**src/rtl/csum_patch_pkg.sv**
```systemverilog
// Shared types and helpers for the checksum-patching stream stage.
package csum_patch_pkg;

    localparam int unsigned LAST_BIT = 0;
    localparam int unsigned CSUM_W   = 16;

    typedef enum logic [1:0] {
        HEAD,
        PATCH,
        TAIL
    } pos_e;

    function automatic logic [CSUM_W-1:0] bswap16(input logic [CSUM_W-1:0] v);
        return {v[7:0], v[15:8]};
    endfunction

endpackage

```
**src/rtl/csum_fifo_fwft.sv**
```systemverilog
// First-word-fall-through FIFO with registered ready, occupancy level and full/empty flags.
module csum_fifo_fwft
#(
    parameter int unsigned WIDTH = 16,
    parameter int unsigned DEPTH = 64,
    localparam int unsigned AW   = $clog2(DEPTH)
) (
    input  logic             clk,
    input  logic             rst_n,
    input  logic             push_i,
    input  logic [WIDTH-1:0] wdata_i,
    input  logic             pop_i,
    output logic [WIDTH-1:0] rdata_o,
    output logic             rdy_o,
    output logic             full_o,
    output logic             empty_o,
    output logic [AW:0]      level_o
);

    localparam logic [AW:0] FullLvl = (AW + 1)'(DEPTH);

    logic [WIDTH-1:0] mem_q [DEPTH];
    logic [AW-1:0]    wr_ptr_q, rd_ptr_q;
    logic [AW:0]      level_q, level_d;
    logic             rdy_q;
    logic             push_ok, pop_ok;

    assign full_o  = (level_q == FullLvl);
    assign empty_o = (level_q == '0);
    assign rdy_o   = rdy_q;
    assign level_o = level_q;
    assign rdata_o = mem_q[rd_ptr_q];

    // Pushes are gated by the registered ready, so a push while full is dropped even on a pop.
    assign push_ok = push_i && rdy_q;
    assign pop_ok  = pop_i && !empty_o;

    always_comb begin
        level_d = level_q;
        if (push_ok && !pop_ok) begin
            level_d = level_q + (AW + 1)'(1);
        end else if (!push_ok && pop_ok) begin
            level_d = level_q - (AW + 1)'(1);
        end
    end

    always_ff @(posedge clk) begin
        if (push_ok) begin
            mem_q[wr_ptr_q] <= wdata_i;
        end
    end

    always_ff @(posedge clk or negedge rst_n) begin
        if (!rst_n) begin
            wr_ptr_q <= '0;
            rd_ptr_q <= '0;
            level_q  <= '0;
            rdy_q    <= 1'b0;
        end else begin
            if (push_ok) begin
                wr_ptr_q <= wr_ptr_q + AW'(1);
            end
            if (pop_ok) begin
                rd_ptr_q <= rd_ptr_q + AW'(1);
            end
            level_q <= level_d;
            rdy_q   <= (level_d != FullLvl);
        end
    end

endmodule

```
**src/rtl/csum_patch_stream.sv**
```systemverilog
// Overwrites a 16-bit field of word CSUM_WORD in every packet with the next queued checksum.
// Define CSUM_STALL_EN to stall the patch word until a checksum is queued instead of passing it.
module csum_patch_stream
    import csum_patch_pkg::*;
#(
    parameter int unsigned DATA_WIDTH = 73,
    parameter int unsigned CSUM_WORD  = 6,
    parameter int unsigned CSUM_LSB   = 25,
    parameter int unsigned CSUM_DEPTH = 64,
    localparam int unsigned LVL_W     = $clog2(CSUM_DEPTH) + 1
) (
    input  logic                  clk,
    input  logic                  rst_n,
    input  logic [CSUM_W-1:0]     csum_data,
    input  logic                  csum_valid,
    output logic                  csum_rdy,
    input  logic [DATA_WIDTH-1:0] input_din,
    input  logic                  input_valid,
    output logic                  input_rdy,
    output logic [DATA_WIDTH-1:0] output_dout,
    output logic                  output_valid,
    input  logic                  output_rdy,
    output logic [LVL_W-1:0]      csum_level,
    output logic                  csum_ovf,
    output logic [15:0]           miss_cnt
);

    // Wide enough to hold the saturation value CSUM_WORD+1.
    localparam int unsigned CNT_W = $clog2(CSUM_WORD + 2);
    localparam logic [CNT_W-1:0] PatchIdx = CNT_W'(CSUM_WORD);
    localparam logic [CNT_W-1:0] CntMax   = CNT_W'(CSUM_WORD + 1);

    logic [CSUM_W-1:0]     fifo_head;
    logic                  fifo_full, fifo_empty, fifo_pop;
    logic [CNT_W-1:0]      cnt_q, cnt_d;
    pos_e                  state_q, state_d;
    logic [1:0]            occ_q, occ_d;
    logic [DATA_WIDTH-1:0] buf0_q, buf0_d, buf1_q, buf1_d;
    logic [DATA_WIDTH-1:0] patched;
    logic [15:0]           miss_q, miss_d;
    logic                  ovf_q, active_q;
    logic                  in_acc, out_acc, in_last, patch_word, csum_avail, stall, miss_inc;

    csum_fifo_fwft #(
        .WIDTH (CSUM_W),
        .DEPTH (CSUM_DEPTH)
    ) u_fifo (
        .clk     (clk),
        .rst_n   (rst_n),
        .push_i  (csum_valid),
        .wdata_i (bswap16(csum_data)),
        .pop_i   (fifo_pop),
        .rdata_o (fifo_head),
        .rdy_o   (csum_rdy),
        .full_o  (fifo_full),
        .empty_o (fifo_empty),
        .level_o (csum_level)
    );

    assign in_acc     = input_valid && input_rdy;
    assign out_acc    = output_valid && output_rdy;
    assign in_last    = input_din[LAST_BIT];
    assign csum_avail = !fifo_empty;
    assign patch_word = (state_q == PATCH) || ((state_q == HEAD) && (cnt_q == PatchIdx));

`ifdef CSUM_STALL_EN
    assign stall = patch_word && !csum_avail;
`else
    assign stall = 1'b0;
`endif

    assign input_rdy    = active_q && (occ_q != 2'd2) && !stall;
    assign fifo_pop     = in_acc && patch_word && csum_avail;
    assign output_valid = (occ_q != 2'd0);
    assign output_dout  = buf0_q;
    assign csum_ovf     = ovf_q;
    assign miss_cnt     = miss_q;

    // With stalling enabled the first term can never fire, leaving only short packets.
    assign miss_inc = in_acc && ((patch_word && !csum_avail) ||
                                 (in_last && (state_q == HEAD) && !patch_word));

    always_comb begin
        patched = input_din;
        if (patch_word && csum_avail) begin
            patched[CSUM_LSB +: CSUM_W] = fifo_head;
        end
    end

    always_comb begin
        cnt_d   = cnt_q;
        state_d = state_q;
        if (in_acc) begin
            if (in_last) begin
                cnt_d   = '0;
                state_d = HEAD;
            end else begin
                if (cnt_q != CntMax) begin
                    cnt_d = cnt_q + CNT_W'(1);
                end
                case (state_q)
                    HEAD: begin
                        if (patch_word) begin
                            state_d = TAIL;
                        end else if (cnt_q + CNT_W'(1) == PatchIdx) begin
                            state_d = PATCH;
                        end
                    end
                    PATCH:   state_d = TAIL;
                    TAIL:    state_d = TAIL;
                    default: state_d = HEAD;
                endcase
            end
        end
    end

    // Two-entry buffer: buf0 is the presented word, buf1 absorbs one word of backpressure.
    always_comb begin
        occ_d  = occ_q;
        buf0_d = buf0_q;
        buf1_d = buf1_q;
        case (occ_q)
            2'd0: begin
                if (in_acc) begin
                    buf0_d = patched;
                    occ_d  = 2'd1;
                end
            end
            2'd1: begin
                if (in_acc && out_acc) begin
                    buf0_d = patched;
                end else if (in_acc) begin
                    buf1_d = patched;
                    occ_d  = 2'd2;
                end else if (out_acc) begin
                    occ_d = 2'd0;
                end
            end
            2'd2: begin
                if (out_acc) begin
                    buf0_d = buf1_q;
                    occ_d  = 2'd1;
                end
            end
            default: occ_d = 2'd0;
        endcase
    end

    always_comb begin
        miss_d = miss_q;
        if (miss_inc && (miss_q != 16'hFFFF)) begin
            miss_d = miss_q + 16'd1;
        end
    end

    always_ff @(posedge clk or negedge rst_n) begin
        if (!rst_n) begin
            cnt_q    <= '0;
            state_q  <= HEAD;
            occ_q    <= 2'd0;
            buf0_q   <= '0;
            buf1_q   <= '0;
            miss_q   <= '0;
            ovf_q    <= 1'b0;
            active_q <= 1'b0;
        end else begin
            cnt_q    <= cnt_d;
            state_q  <= state_d;
            occ_q    <= occ_d;
            buf0_q   <= buf0_d;
            buf1_q   <= buf1_d;
            miss_q   <= miss_d;
            ovf_q    <= ovf_q || (csum_valid && fifo_full);
            active_q <= 1'b1;
        end
    end

endmodule

```
**config.mk**
```make
export PLATFORM = sky130hd
export DESIGN_NAME = csum_patch_stream
export DESIGN_NICKNAME = d
export VERILOG_FILES = /design/src/rtl/csum_patch_pkg.sv /design/src/rtl/csum_fifo_fwft.sv /design/src/rtl/csum_patch_stream.sv
export SDC_FILE = /design/constraint.sdc
export NUM_CORES = 1
export LEC_CHECK = 0
export CAP_MARGIN = 25
export CORE_ASPECT_RATIO = 0.7
export CORE_UTILIZATION = 57
export DETAILED_ROUTE_END_ITERATION = 12
export PLACE_DENSITY = 0.75
export SETUP_SLACK_MARGIN = 0.05
export SLEW_MARGIN = 20
export SYNTH_ARGS = -nofsm -noshare
export SYNTH_HDL_FRONTEND = slang
export SYNTH_SLANG_ARGS = --single-unit
```
**constraint.sdc**
```tcl
create_clock -name clk -period 4.5 [get_ports clk]
set_input_delay 0.9 -clock clk [delete_from_list [all_inputs] [get_ports clk]]
set_output_delay 0.9 -clock clk [all_outputs]
set_load 0.01 [all_outputs]
```
# Yosys cells after proc, flatten, opt, wreduce, memory -nomap -nowiden
# Memory sizes are Yosys's and may differ from the RTL's.
# Cells that the tools add are included.
[totals]
regBits = 191
mem_bits_rw = 1024
in_bits = 94
out_inout_bits = 100
elab_cells = 95
n_memories = 1
[memory_table]
columns = ["name", "depth", "word_bits", "rd", "rd_clocked_by_memory_dff", "write_ports", "line", "rtl"]
rows = [
  ["u_fifo.mem_q", 64, 16, 1, 0, 1, "csum_fifo_fwft.sv:22", "logic [WIDTH-1:0] mem_q [DEPTH];"],
]
[op_classes]
n_addsub = 6
eq_ne = 17
muxes = 21
n_bitwise = 1
n_reduce_logical = 37
[ops]
columns = ["operator", "count"]
rows = [
  ["73-bit two-way mux", 3],
  ["73-bit case mux with 3 select lines", 1],
  ["1-bit logical AND", 18],
  ["16-bit by 1-bit adder with 16-bit output (second input constant)", 1],
  ["16-bit two-way mux", 1],
  ["2-bit two-way mux", 8],
  ["16-bit != test (second input constant)", 1],
  ["7-bit two-way mux", 2],
  ["6-bit by 1-bit adder with 6-bit output (second input constant)", 2],
  ["2-bit != test (second input constant)", 5],
  ["4-bit AND reduction", 2],
  ["7-bit by 1-bit adder with 7-bit output (second input constant)", 1],
  ["7-bit == test (second input constant)", 1],
  ["7-bit logical NOT", 1],
  ["7-bit != test (second input constant)", 1],
  ["7-bit by 1-bit subtractor with 7-bit output (second input constant)", 1],
  ["3-bit == test (second input constant)", 2],
  ["3-bit two-way mux", 2],
  ["3-bit != test (second input constant)", 2],
  ["2-bit case mux with 3 select lines", 1],
  ["2-bit by 1-bit == test with 1-bit output (second input constant)", 2],
  ["2-bit == test (second input constant)", 2],
  ["1-bit logical NOT", 4],
  ["2-bit logical NOT", 2],
  ["other kinds (11)", 16],
]

# Depth between registers and ports, before layout
[depth]
depth_word = 10
mapped_depth = 10
depth_no_buf = 8

# Modules after synthesis
# From an unflattened synthesis, not the netlist that was laid out.
[hier_totals]
cells_unflattened = 2766
hier_area_um2 = 48088.6
[by_module_without_submodules]
columns = ["module", "instances", "cells_each", "area_per_inst_um2", "seq_area_each_um2"]
rows = [
  ["csum_fifo_fwft", 1, 2053, 40453.8, 31250.0],
  ["csum_patch_stream", 1, 713, 7634.8, 4279.1],
]

# Worst setup path after synthesis
# No wires, ideal clock.
[synth_timing]
kind = "input port to flip-flop"
from = "in csum_valid"
to = "mem u_fifo.mem_q[40][0] (enable)"
setup_time_ns = 0.431
arrival_ns = 3.242
required_time_ns = 4.069
slack_ns = 0.827
cell_stages = 4
n_path_buf = 1
cell_sequence = "and2_1 -> clkbuf_1 -> nand4b_1 -> nor4_1"
[synth_via]
elab_chain_cells = 3
[synth_rtl]
columns = ["item", "line", "rtl"]
rows = [
  ["from (decl)", "csum_patch_stream.sv:15", "input logic csum_valid,"],
  ["1-bit logical AND", "csum_fifo_fwft.sv:35", "assign push_ok = push_i && rdy_q;"],
  ["1-bit two-way mux", "csum_fifo_fwft.sv:48", "if (push_ok) begin"],
  ["1-bit two-way mux (not written as such)", "csum_fifo_fwft.sv:49", "mem_q[wr_ptr_q] <= wdata_i;"],
  ["to (decl)", "csum_fifo_fwft.sv:22", ""],
]
# No other way between the ends.

# Worst setup path in the final report
[layout_timing]
from = "reg u_fifo.rd_ptr_q[1]"
to = "reg buf1_q[34]"
[layout_via]
elab_chain_cells = 2
[layout_rtl]
columns = ["item", "line", "rtl"]
rows = [
  ["from (decl)", "csum_fifo_fwft.sv:23", "logic [AW-1:0] wr_ptr_q, rd_ptr_q;"],
  ["from (signal assigned)", "csum_fifo_fwft.sv:64", "rd_ptr_q <= rd_ptr_q + AW'(1);"],
  ["memory 64 x 16 bit", "--", ""],
  ["16-bit two-way mux", "csum_patch_stream.sv:85", "if (patch_word && csum_avail) begin"],
  ["to (signal assigned)", "csum_patch_stream.sv:171", "buf1_q <= buf1_d;"],
  ["to (decl)", "csum_patch_stream.sv:38", "logic [DATA_WIDTH-1:0] buf0_q, buf0_d, buf1_q, buf1_d;"],
]
# No other way between the ends.
# A chain may end at the register's enable or synchronous reset.

==> reports/results.tsv <==
metric	value	unit
Seq/Total Area, Yosys	73.5	%
Worst EP arrival	4.27	ns
nature of the critical path startpoint	flip-flop	
ys async rst share	15.7	%
status	completed	
Synth warnings	0	
Die Ht	246	um
# Post-CTS Setup Buffers	0	
Top delay family on crit path	compound AO/OA/AOI/OAI gates	
cts bufs inserted	108	
WL per Instance	29.9	um
# clock sinks	1215	
TNS Setup	0	ns
drt drc	0	
max-slew violations	0	
r2r worst-path depth	6	
RSZ-0062 raised after global routing	false	
Starting Density	58.1	%
Slew HR	25.0	%
routability cong.	0.919	
nature of the critical path endpoint	flip-flop	
Clock Skew	0.0279	ns
CTS clk-pin slew, worst paths	0.07	ns
share of layout cells above drive strength 1	19.5	%
Iter 0 DRT Violations	4162	
final setup violation count	0	
number of max-cap violations	0	
Buf+Inv Stages, Crit Path	0	
RR Startpoint	u_fifo.rd_ptr_q[1]	
min Tclk post-route	3.65	ns
post-synthesis cell area	48300	um2
boundary pin count	194	
Power Density	506	nW/um2
Highest Clock Rate	0.274	GHz
Setup CP Type	flip-flop to flip-flop	
Syn Area/Cell	18.1	um2
global-route wire length before repair	180000	um
Tot GR Track Use	29.2	%
commonest register cell after synthesis	edfxtp_1	
GR Overflow Total	0	
Layout area overhead	14.4	%
Yosys reg bits	1215	
Clk Latency, worst-skew pair	0.70	ns
post-route worst hold slack	0.289	ns
CP Cell Sequence	nand3b_1 > o221ai_1 > a21oi_1 > a221oi_1 > a21oi_1 > a21oi_1	
largest net degree at the start of global routing	110	
ranking of synthesized cells by area	edfxtp_1, dfrtp_1, mux4_2, mux2i_1, mux2_2	
CP peak stage delay	0.88	ns
CP dominant cell by count	a21oi_1	
Die Footprint	86000	um2
Post-CTS Resized	0	
Core ar.	83100	um2
Static Leak	17.9	nW
number of nets in the layout	3029	
# hold bufs at CTS	0	
Critical-path top delay cell	a221oi_1	
Critical path origin	u_fifo.rd_ptr_q[1]	
CP required	5.12	ns
unique cell type count in the Yosys netlist	61	
VDD IR-drop max	0.406	mV
Die X-Extent	350	um
cells after synthesis	2669	
initial antenna violation count	5	
Max H-tree Level	3	
# port buffers	193	
Total Wirelength	124000	um
EDFF count, synth	1024	
antenna viol nets, final	0	
post-synth top area share	63.6	%
syn_nets	2775	
Worst path depth	6	
CP Max Fanout	49	
vias in the first global route	26600	
hpwl dp	77400	um
final hold vios	0	
row count	88	
root buffer cell	clkbuf_16	
CTS tree	yes	
actual slew at the worst max-slew pin	1.12	ns
Hold Path Class	input pin to async pin	
Vias/cell	6.59	
period utilization	81.1	%
Clock Tree Buf Depth	3	
via count	27300	
drt first pass iters	5	
area leader, netlist	edfxtp_1	
-- layout by cell type (no fill, tap or decap), types with 13 or more instances in the layout --
| cell type | instances |
|---|---|
| a211oi_1 | 33 |
| a21oi_1 | 56 |
| a221oi_1 | 16 |
| a22oi_1 | 76 |
| a31oi_1 | 35 |
| buf_12 | 13 |
| buf_4 | 109 |
| clkbuf_1 | 20 |
| clkbuf_16 | 108 |
| clkdlybuf4s50_1 | 176 |
| clkinv_1 | 21 |
| clkinv_2 | 17 |
| dfrtp_1 | 187 |
| edfxtp_1 | 1024 |
| mux2_2 | 74 |
| mux2i_1 | 188 |
| mux4_2 | 185 |
| nand2_1 | 115 |
| nand2b_1 | 16 |
| nand3_1 | 31 |
| nor2_1 | 112 |
| nor4_1 | 16 |
| o21ai_0 | 101 |
| o21ai_1 | 16 |
| o221ai_1 | 16 |
| o22ai_1 | 35 |
| xnor2_1 | 15 |
-- state kept, by name (all words and copies together) (netlist names) --
register,count
cnt_q,3
u_fifo.mem_q,1024
state_q,2
u_fifo.rd_ptr_q,6
u_fifo.level_o,7
occ_q,2
u_fifo.rdy_o,1
u_fifo.wr_ptr_q,6
output_dout,73
miss_cnt,16
active_q,1
csum_ovf,1
buf1_q,73
-- kinds of logic after synthesis --
kind of cell	count (synthesis)	synth area share [%]
XOR/XNOR	25	0.453
multiplexers	454	14.6
AND/OR/NAND/NOR	377	3.69
adder cells (fa/ha/maj)	12	0.311
AO/OA/AOI/OAI	404	5.39
flip-flops	1215	73.5
other	1	0.00776
buffers and inverters	181	1.99
-- metal layers --
| metal | wire [um] | track usage, % | up-vias | share of wire (%) |
|---|---|---|---|---|
| met5 | 27 | 0 | - | 0.022 |
| met4 | 3160 | 7.61 | 4 | 2.5 |
| met3 | 15800 | 7.78 | 204 | 13 |
| met2 | 54700 | 41.5 | 1755 | 44 |
| met1 | 50200 | 45.0 | 14100 | 41 |
| li1 | - | - | 11200 | - |
-- stage by stage --
step	instances	cell area [um2]	util (%)	power (mW)	setup slack, ns
final	4139	55300	66.5	28.0	0.849
after global routing	4139	55300	66.5	28.9	0.805
after CTS	4138	55300	66.5	28.0	0.988
after detailed placement	3938	51800	62.3	19.0	0.977
after global placement	3930	51600	62.1	18.8	0.950
after floorplan	2669	48300	-	17.0	0.827
-- path summary, 6_finish.rpt --
| path | end | slack, ns |
|---|---|---|
| max | buf1_q[34] | 0.85 |
| min | miss_cnt[12] | 0.29 |
| max reg2reg | buf1_q[34] | 0.85 |
| min reg2reg | output_dout[18] | 0.48 |
| max in group asynchronous | buf1_q[48] | 3.22 |
| min in group clk | output_dout[18] | 0.48 |
-- Yosys cell counts (18+ instances only) --
cell and count:
edfxtp_1 1024, dfrtp_1 191, mux2i_1 188, mux4_2 185, nand2_1 115, nor2_1 114
o21ai_0 101, clkbuf_1 78, a22oi_1 76, mux2_2 74, a21oi_1 56, buf_2 47
a31oi_1 35, o22ai_1 35, a211oi_1 33, nand3_1 31, nor4_1 18
-- layout make-up --
cell class	instances	area, um2
clock inverter	67	607
fill	5382	27900
antenna	1	2.50
tap	1125	1410
inverter	12	45.0
timing repair buffer	313	2960
sequential	1215	35500
clock buffer	133	2850
multi-input combinational	1273	11900
-- power breakdown --
part	leakage (nW)	internal (mW)	total (mW)	switching (mW)
clock	1.67	4.98	9.06	4.09
sequential	11.6	13.1	13.7	0.667
combinational	4.68	2.27	5.18	2.90
Power figures use the tool's default switching activity.
